$ cat config.mk
export PLATFORM = sky130hd
export DESIGN_NAME = seg_scan_capture
export DESIGN_NICKNAME = d
export VERILOG_FILES = /design/src/rtl/seg_scan_capture.sv
export SDC_FILE = /design/constraint.sdc
export NUM_CORES = 1
export LEC_CHECK = 0
export CORE_ASPECT_RATIO = 0.5
export CORE_UTILIZATION = 51
export CTS_CLUSTER_DIAMETER = 80
export DETAILED_ROUTE_END_ITERATION = 10
export PLACE_DENSITY = 0.75
export SLEW_MARGIN = 25
export SYNTH_ARGS = -nofsm -noshare
export SYNTH_HDL_FRONTEND = slang
export SYNTH_SLANG_ARGS = --single-unit
$ cat constraint.sdc
create_clock -name clk_i -period 2.58 [get_ports clk_i]
set_input_delay 0.516 -clock clk_i [delete_from_list [all_inputs] [get_ports clk_i]]
set_output_delay 0.516 -clock clk_i [all_outputs]
set_load 0.005 [all_outputs]
$ cat src/rtl/seg_scan_capture.sv
// Rebuilds the 4-digit hex word shown on a multiplexed, active-low seven-segment display.
// Each digit must dwell stably before capture; complete frames are strobed out, stale partial frames time out.
module seg_scan_capture #(
  parameter int unsigned SETTLE_CYCLES  = 4,
  parameter int unsigned TIMEOUT_CYCLES = 65535
) (
  input  logic        clk_i,
  input  logic        reset_i,
  input  logic        a_i,
  input  logic        b_i,
  input  logic        c_i,
  input  logic        d_i,
  input  logic        e_i,
  input  logic        f_i,
  input  logic        g_i,
  input  logic [3:0]  A_i,
  input  logic        err_clr_i,
  output logic [15:0] frame_value_o,
  output logic        frame_valid_o,
  output logic [3:0]  digit_seen_o,
  output logic        decode_err_o,
  output logic        timeout_o
);

  typedef enum logic {SETTLING, HELD} state_t;

  state_t      state_q, state_d;
  logic [10:0] cur_q, prev_q;
  logic [7:0]  stab_q, stab_d;
  logic [15:0] idle_q, idle_d;
  logic [3:0]  seen_q, seen_d;
  logic [15:0] frame_q, frame_d;
  logic        valid_q, valid_d;
  logic        err_q, err_d;
  logic        tmo_q, tmo_d;
  logic [3:0]  slot_q [4];
  logic [15:0] slot_flat;

  logic        stable, eval, capture, anode_err, seg_err, complete, tmo_hit;
  logic [3:0]  anode, cap_mask, nib;
  logic [6:0]  seg;
  logic        seg_ok;

  function automatic logic [4:0] decode7(input logic [6:0] s);
    logic [4:0] r;
    case (s)
      7'h40: r = 5'h10;  7'h79: r = 5'h11;  7'h24: r = 5'h12;  7'h30: r = 5'h13;
      7'h19: r = 5'h14;  7'h12: r = 5'h15;  7'h02: r = 5'h16;  7'h78: r = 5'h17;
      7'h00: r = 5'h18;  7'h10: r = 5'h19;  7'h08: r = 5'h1A;  7'h03: r = 5'h1B;
      7'h46: r = 5'h1C;  7'h21: r = 5'h1D;  7'h06: r = 5'h1E;  7'h0E: r = 5'h1F;
      default: r = 5'h00;
    endcase
    return r;
  endfunction

  assign anode = cur_q[10:7];
  assign seg   = cur_q[6:0];
  assign {seg_ok, nib} = decode7(seg);

  always_comb begin
    stable  = (cur_q == prev_q);
    stab_d  = 8'd0;
    if (stable) stab_d = (stab_q == 8'(SETTLE_CYCLES)) ? stab_q : stab_q + 8'd1;

    state_d = state_q;
    eval    = 1'b0;
    case (state_q)
      SETTLING: if (stable && stab_d == 8'(SETTLE_CYCLES)) begin
        eval    = 1'b1;
        state_d = HELD;
      end
      HELD: if (!stable) state_d = SETTLING;
      default: state_d = SETTLING;
    endcase

    // Anodes are active-low, so a legal digit select is one-hot in ~anode.
    capture   = eval && $onehot(~anode);
    anode_err = eval && (anode != 4'hF) && !$onehot(~anode);
    seg_err   = capture && !seg_ok;
    cap_mask  = capture ? ~anode : 4'b0000;

    complete  = (seen_q == 4'hF);
    tmo_hit   = (idle_q == 16'(TIMEOUT_CYCLES)) && !capture && !complete;

    seen_d = seen_q | cap_mask;
    if (complete)     seen_d = cap_mask;
    else if (tmo_hit) seen_d = 4'b0000;

    idle_d = 16'd0;
    if (!(capture || complete || tmo_hit) && seen_q != 4'b0000) idle_d = idle_q + 16'd1;

    err_d = err_q;
    if (anode_err || seg_err) err_d = 1'b1;
    else if (err_clr_i)       err_d = 1'b0;

    valid_d = complete;
    frame_d = complete ? slot_flat : frame_q;
    tmo_d   = tmo_hit;
  end

  always_ff @(posedge clk_i) begin
    if (reset_i) begin
      state_q <= SETTLING;
      cur_q   <= '1;
      prev_q  <= '1;
      stab_q  <= '0;
      idle_q  <= '0;
      seen_q  <= '0;
      frame_q <= '0;
      valid_q <= 1'b0;
      err_q   <= 1'b0;
      tmo_q   <= 1'b0;
    end else begin
      state_q <= state_d;
      cur_q   <= {A_i, g_i, f_i, e_i, d_i, c_i, b_i, a_i};
      prev_q  <= cur_q;
      stab_q  <= stab_d;
      idle_q  <= idle_d;
      seen_q  <= seen_d;
      frame_q <= frame_d;
      valid_q <= valid_d;
      err_q   <= err_d;
      tmo_q   <= tmo_d;
    end
  end

  generate
    for (genvar gi = 0; gi < 4; gi++) begin : g_slot
      always_ff @(posedge clk_i) begin
        if (reset_i)           slot_q[gi] <= 4'h0;
        else if (cap_mask[gi]) slot_q[gi] <= nib;
      end
      assign slot_flat[4*gi +: 4] = slot_q[gi];
    end
  endgenerate

  assign frame_value_o = frame_q;
  assign frame_valid_o = valid_q;
  assign digit_seen_o  = seen_q;
  assign decode_err_o  = err_q;
  assign timeout_o     = tmo_q;

endmodule

Word level (Yosys, flattened, before mapping)
Memory sizes are Yosys's and may differ from the RTL's. A register that Yosys moved wholly into a read port is not among the register bits.
Index checks and enable logic that the tools add are counted.
{"block": "op_classes", "n_reduce_logical": 20, "bitwise_logic": 8, "n_addsub": 5, "eq_ne": 22, "n_mux": 30}
{"operator": "one-hot mux 5 bit (16 select lines)", "n": 1}
{"operator": "equality test 7 bit, second input constant", "n": 4}
{"operator": "two-way mux 4 bit", "n": 7}
{"operator": "equality test 7 x 5 -> 1 bit, second input constant", "n": 3}
{"operator": "equality test 7 x 6 -> 1 bit, second input constant", "n": 3}
{"operator": "two-way mux 1 bit", "n": 19}
{"operator": "adder 16 x 1 -> 16 bit, second input constant", "n": 1}
{"operator": "equality test 16 bit, second input constant", "n": 1}
{"operator": "equality test 8 x 3 -> 1 bit, second input constant", "n": 2}
{"operator": "two-way mux 8 bit", "n": 2}
{"operator": "equality test 7 x 2 -> 1 bit, second input constant", "n": 2}
{"operator": "equality test 7 x 4 -> 1 bit, second input constant", "n": 2}
{"operator": "equality test 11 bit", "n": 1}
{"operator": "adder 8 x 1 -> 8 bit, second input constant", "n": 1}
{"operator": "logical AND 1 bit", "n": 8}
{"operator": "equality test 7 x 3 -> 1 bit, second input constant", "n": 1}
{"operator": "logical NOT 7 bit", "n": 1}
{"operator": "logical NOT 1 bit", "n": 5}
{"operator": "adder 1 x 1 -> 2 bit", "n": 2}
{"operator": "equality test 4 bit, second input constant", "n": 1}
{"operator": "inequality test 4 bit, second input constant", "n": 1}
{"operator": "inverter 4 bit", "n": 1}
{"operator": "OR 1 bit", "n": 4}
{"operator": "OR 4 bit", "n": 1}
{"operator": "other kinds (8)", "n": 11}
{"block": "totals", "elab_cells": 95, "input_bits": 14, "regBits": 54, "memories": 1, "ram_bits": 16}
{"name": "slot_q", "depth": 4, "width": 4, "rd": 4, "rd_clocked_by_memory_dff": 4, "write_ports": 4, "line_no": "36", "source": "logic [3:0] slot_q [4];"}

Longest topological paths before layout
Gate-level depths: netlist of the first run.
{"block": "depth", "depth_word": 16, "depth_mapped": 11, "ltp_nobuf": 9}

Worst setup path before layout of the first run
No wires, ideal clock.
{"block": "synth_path", "kind": "register to register", "startpoint": "register cur_q[7]", "endpoint": "register idle_q[8]", "slack_ns": -0.226, "path_buffers": 2, "synth_period_minus_slack_ns": 2.806, "required_ns": 2.465, "path_stages_with_launch": 12, "setup_ns": 0.115, "t_arrival_ns": 2.691, "path_cell_list": "dfxtp_1 -> fa_1 -> inv_1 -> ha_1 -> ha_1 -> or3b_2 -> buf_1 -> nor2_1 -> nor4b_1 -> a21o_2 -> buf_4 -> nor2_1"}
{"block": "synth_via", "elab_chain_len": 15, "elab_cells_between_ends": 20, "classes_between": "add/sub: 2; eq/ne: 3; mux: 3; bitwise: 2; reduce/logical: 10"}
{"element": "from (decl)", "line_no": "28", "source": "logic [10:0] cur_q, prev_q;"}
{"element": "from (signal assigned)", "line_no": "115", "source": "cur_q <= {A_i, g_i, f_i, e_i, d_i, c_i, b_i, a_i};"}
{"element": "equality test 11 bit", "line_no": "61", "source": "stable = (cur_q == prev_q);"}
{"element": "two-way mux 8 bit", "line_no": "63", "source": "if (stable) stab_d = (stab_q == 8'(SETTLE_CYCLES)) ? stab_q : stab_q + 8'd1;"}
{"element": "equality test 8 x 3 -> 1 bit", "line_no": "68", "source": "SETTLING: if (stable && stab_d == 8'(SETTLE_CYCLES)) begin"}
{"element": "logical AND 1 bit", "line_no": "68"}
{"element": "two-way mux 1 bit", "line_no": "68"}
{"element": "two-way mux 1 bit", "line_no": "67", "source": "case (state_q)"}
{"element": "logical AND 1 bit (*)", "line_no": "77", "source": "capture = eval && $onehot(~anode);"}
{"element": "logical NOT 1 bit", "line_no": "83", "source": "tmo_hit = (idle_q == 16'(TIMEOUT_CYCLES)) && !capture && !complete;"}
{"element": "logical AND 1 bit (2 in a row)", "line_no": "83"}
{"element": "logical OR 1 bit (*)", "line_no": "90", "source": "if (!(capture || complete || tmo_hit) && seen_q != 4'b0000) idle_d = idle_q + 16'd1;"}
{"element": "logical NOT 1 bit (*)", "line_no": "90"}
{"element": "logical AND 1 bit (*)", "line_no": "90"}
{"element": "inverter 1 bit (no line) (*)"}
{"element": "OR reduction 2 bit (no line) (*)"}
{"element": "to (signal assigned)", "line_no": "118", "source": "idle_q <= idle_d;"}
{"element": "to (decl)", "line_no": "30", "source": "logic [15:0] idle_q, idle_d;"}
Every way passes the cells marked *; elsewhere a longest branch is shown, timed or not.
A chain may end at the register's enable or synchronous reset.

Worst setup path after layout of the first run
{"block": "layout_path", "startpoint": "register cur_q[10]", "endpoint": "register err_q (netlist: decode_err_o)"}
{"block": "layout_via", "elab_chain_len": 10, "elab_cells_between_ends": 19, "classes_between": "add/sub: 2; eq/ne: 4; mux: 4; bitwise: 1; reduce/logical: 8"}
{"element": "equality test 11 bit", "line_no": "61"}
{"element": "two-way mux 8 bit", "line_no": "63"}
{"element": "equality test 8 x 3 -> 1 bit", "line_no": "68"}
{"element": "logical AND 1 bit", "line_no": "68"}
{"element": "two-way mux 1 bit", "line_no": "68"}
{"element": "two-way mux 1 bit", "line_no": "67"}
{"element": "logical AND 1 bit, on equally long branches", "line_no": "78, 77"}
{"element": "logical AND 1 bit, on equally long branches", "line_no": "78, 79"}
{"element": "logical OR 1 bit (*)", "line_no": "93", "source": "if (anode_err || seg_err) err_d = 1'b1;"}
{"element": "two-way mux 1 bit / nonzero test 2 bit (equally long branches)"}
{"element": "to (signal assigned)", "line_no": "122", "source": "err_q <= err_d;"}
{"element": "to (decl)", "line_no": "34", "source": "logic err_q, err_d;"}
Marks and branches as above.

==> qor.yml, run 1 <==
status: "finished clean"
grt_pass1_vias: 2938
start_kind: "flip-flop"
num_rows: 21
dpl.hpwl_mm: 5.62
io_pins: 37
syn_area_mm2: 0.00381
portBuffers: 36
cts-root-buf: "clkbuf_16"
ys_warn_count: 0
dieHeight_um: 63.1
hold_path.class: "flip-flop to flip-flop"
setup_violations: 0
die_w_um: 124
dr.pass1.iters: 4
p_sw_uw: 674
relSlewSlack: 0.671
p_per_area_mw_per_mm2: 635
drv_cap: 0
via_count: 3085
rsz0062_at_grt: "true"
cts_num_sinks: 86
yosys_register_bits: 86
tightestPinTransition_ns: 0.480
grt_pass1_wl_mm: 13.7
core_mm2: 0.00694
pwr-share-seq: 0.452
drt-initial-drc-count: 204
crit_arrival_ns: 2.85
grt_max_degree: 25
power.internal_uw: 2440
synthTopCellsByCount: "dfxtp_1 (70), nor2_1 (54), nand2_1 (51)"
leakage_uw: 0.00168
wirelength_mm: 8.24
critical_path_class: "flip-flop to flip-flop"
cts_tree: "done"
htree_num_levels: 3
drc: 0
initial_core_util: 0.549
synth_cell_types: 55
dp_slack_ns: -0.0237
cp.required_ns: 2.86
clock_skew_ns: 0.00372
synth_cells: 410
fin_crit_sh: 0.997
ys_seq_area_frac: 0.494
period_needed_ns: 2.57
numCtsBuffers: 9
clock_path_buffers: 2
cp_max_fo: 5
setup_tns_ns: 0
synth_nets: 431
pwr-share-clk: 0.479
yosysTopAreaCellShare: 0.368
wl_per_cell_um: 14.7
grt_antenna_before_repair: 0
clk_pin_slew_ns: 0.06
drive_gt1_frac: 0.192
comb_power_share: 0.069
grt_overflow: 0
switching_share: 0.216
ant_nets: 0
num_antenna_cells: 0
slew_violations: 0
peakVddDrop_v: 0.000345
synth_area_leaders: "dfxtp_1 (37%), edfxtp_1 (13%), nor2_1 (5.3%)"
drt-vias-per-instance: 5.50
synth_ff_type: "dfxtp_1"
synth_most_common_cell: "dfxtp_1"
synth-edff-count: 16
synthArstFlopShare: 0
synth_top_area_cell: "dfxtp_1"
die-area_mm2: 0.00784
finalWeightedCongestion: 0.809
timing.final.ws_setup_ns: 0.00688
clk_latency_ns: 0.34
end_kind: "flip-flop"
grt_usage: 0.232
area_delta_synth_final_pct: 29.1
fmax_mhz: 389
synth.avg_cell_area_um2: 9.29
final_nets: 485
final_hold_viol_count: 0
-- registers in the layout (all words and copies together) (netlist names) --
register and count:
timeout_o 1, frame_valid_o 1, prev_q 11, cur_q 11, digit_seen_o 4, idle_q 16, state_q 1, decode_err_o 1
stab_q 8, frame_value_o 16, slot_q 16
-- layer usage --
layer,wire [um],track usage,up-vias
li1,-,-,1529
met1,3860,0.287,1468
met2,3880,0.369,75
met3,389,0.0851,13
met4,110,0.0848,0
met5,0,0,-
-- power by group through the flow --
stage               clock, uW  combinational (uW)  sequential (uW)
floorplan                   0                 122             1430
global placement            0                 166             1440
detailed placement          0                 172             1440
CTS                      1510                 179             1410
global route             1590                 235             1410
finish                   1490                 216             1410
-- worst max-delay path, stage by stage, from the launching register on --
cell       delay, ns
dfxtp_4         0.35
fa_1            0.55
inv_2           0.05
ha_4            0.16
ha_4            0.24
or3b_4          0.44
a2111oi_1       0.41
o211ai_1        0.17
a21oi_1         0.15
-- placed cells by master, fill, tap and decap left out, types with 4 or more instances in the layout --
cell type        synthesis  layout
nor3b_1                  4       4
dfxtp_1                 70      68
clkbuf_16                0       9
nand2_1                 51      51
a21oi_1                 28      27
o31ai_4                  0       4
or2_2                   21      21
nor3_1                   4       4
and3_1                   7       7
inv_1                   12      11
ha_1                     6       4
buf_4                    2      22
nand3_1                 16      16
edfxtp_1                16      16
xor2_1                  14      14
nand4_1                  6       6
xnor2_1                 19      19
nor2_1                  54      50
clkdlybuf4s50_1          0      36
nand3b_1                 4       4
or3_1                    7       6
-- area by class of cell --
cell class              instances  area, um^2
well taps                      92         115
flip-flops and latches         86        1890
fillers                       498        2020
clock buffers                   9         225
multi-input cells             293        1950
clock inverters                 7         121
repair buffers                 61         568
inverters                      13        48.8
-- through the flow --
step                      total power [uW]  hold WS, ns  cell area (um^2)  utilization  std cells
after floorplan                       1550        0.426              3870            -        410
after global placement                1600        0.437              4420        0.637        541
after detailed placement              1610        0.449              4420        0.637        541
after CTS                             3100        0.458              4800        0.692        558
after global routing                  3240        0.474              4910        0.708        561
final                                 3120        0.456              4910        0.708        561
-- repair_timing --
item | in CTS | in global routing
cloned | 0 | 1
endpoints found under the setup margin | 28 | 48
hold buffers | 0 | 0
pin swaps | 1 | 7
buffers inserted | 1 | 3
resized for setup | 3 | 18
-- worst paths after layout --
check                                       from                to  slack, ns  depth (start not counted)
worst max-delay path                   cur_q[10]      decode_err_o      0.007                          8
worst min register to register  frame_value_o[2]  frame_value_o[2]       0.46                          2
worst max register to register         cur_q[10]      decode_err_o      0.007                          8
worst min-delay path            frame_value_o[2]  frame_value_o[2]       0.46                          2
-- kinds of logic after synthesis --
family	after synthesis	synth area share
flops	86	0.494
compound gates	55	0.0946
xor+xnor	33	0.0759
buf+inv	32	0.0342
simple gates	193	0.266
fa+ha+maj	7	0.0250
mux	4	0.0105
Note: power is estimated with default switching activity, not from simulation.
==> run 2: changes to the inputs <==
Settings changed: CAP_MARGIN set to 40.
==> results of run 2 <==
No change in the layout: final DEF, timing and power equal those of run 1.
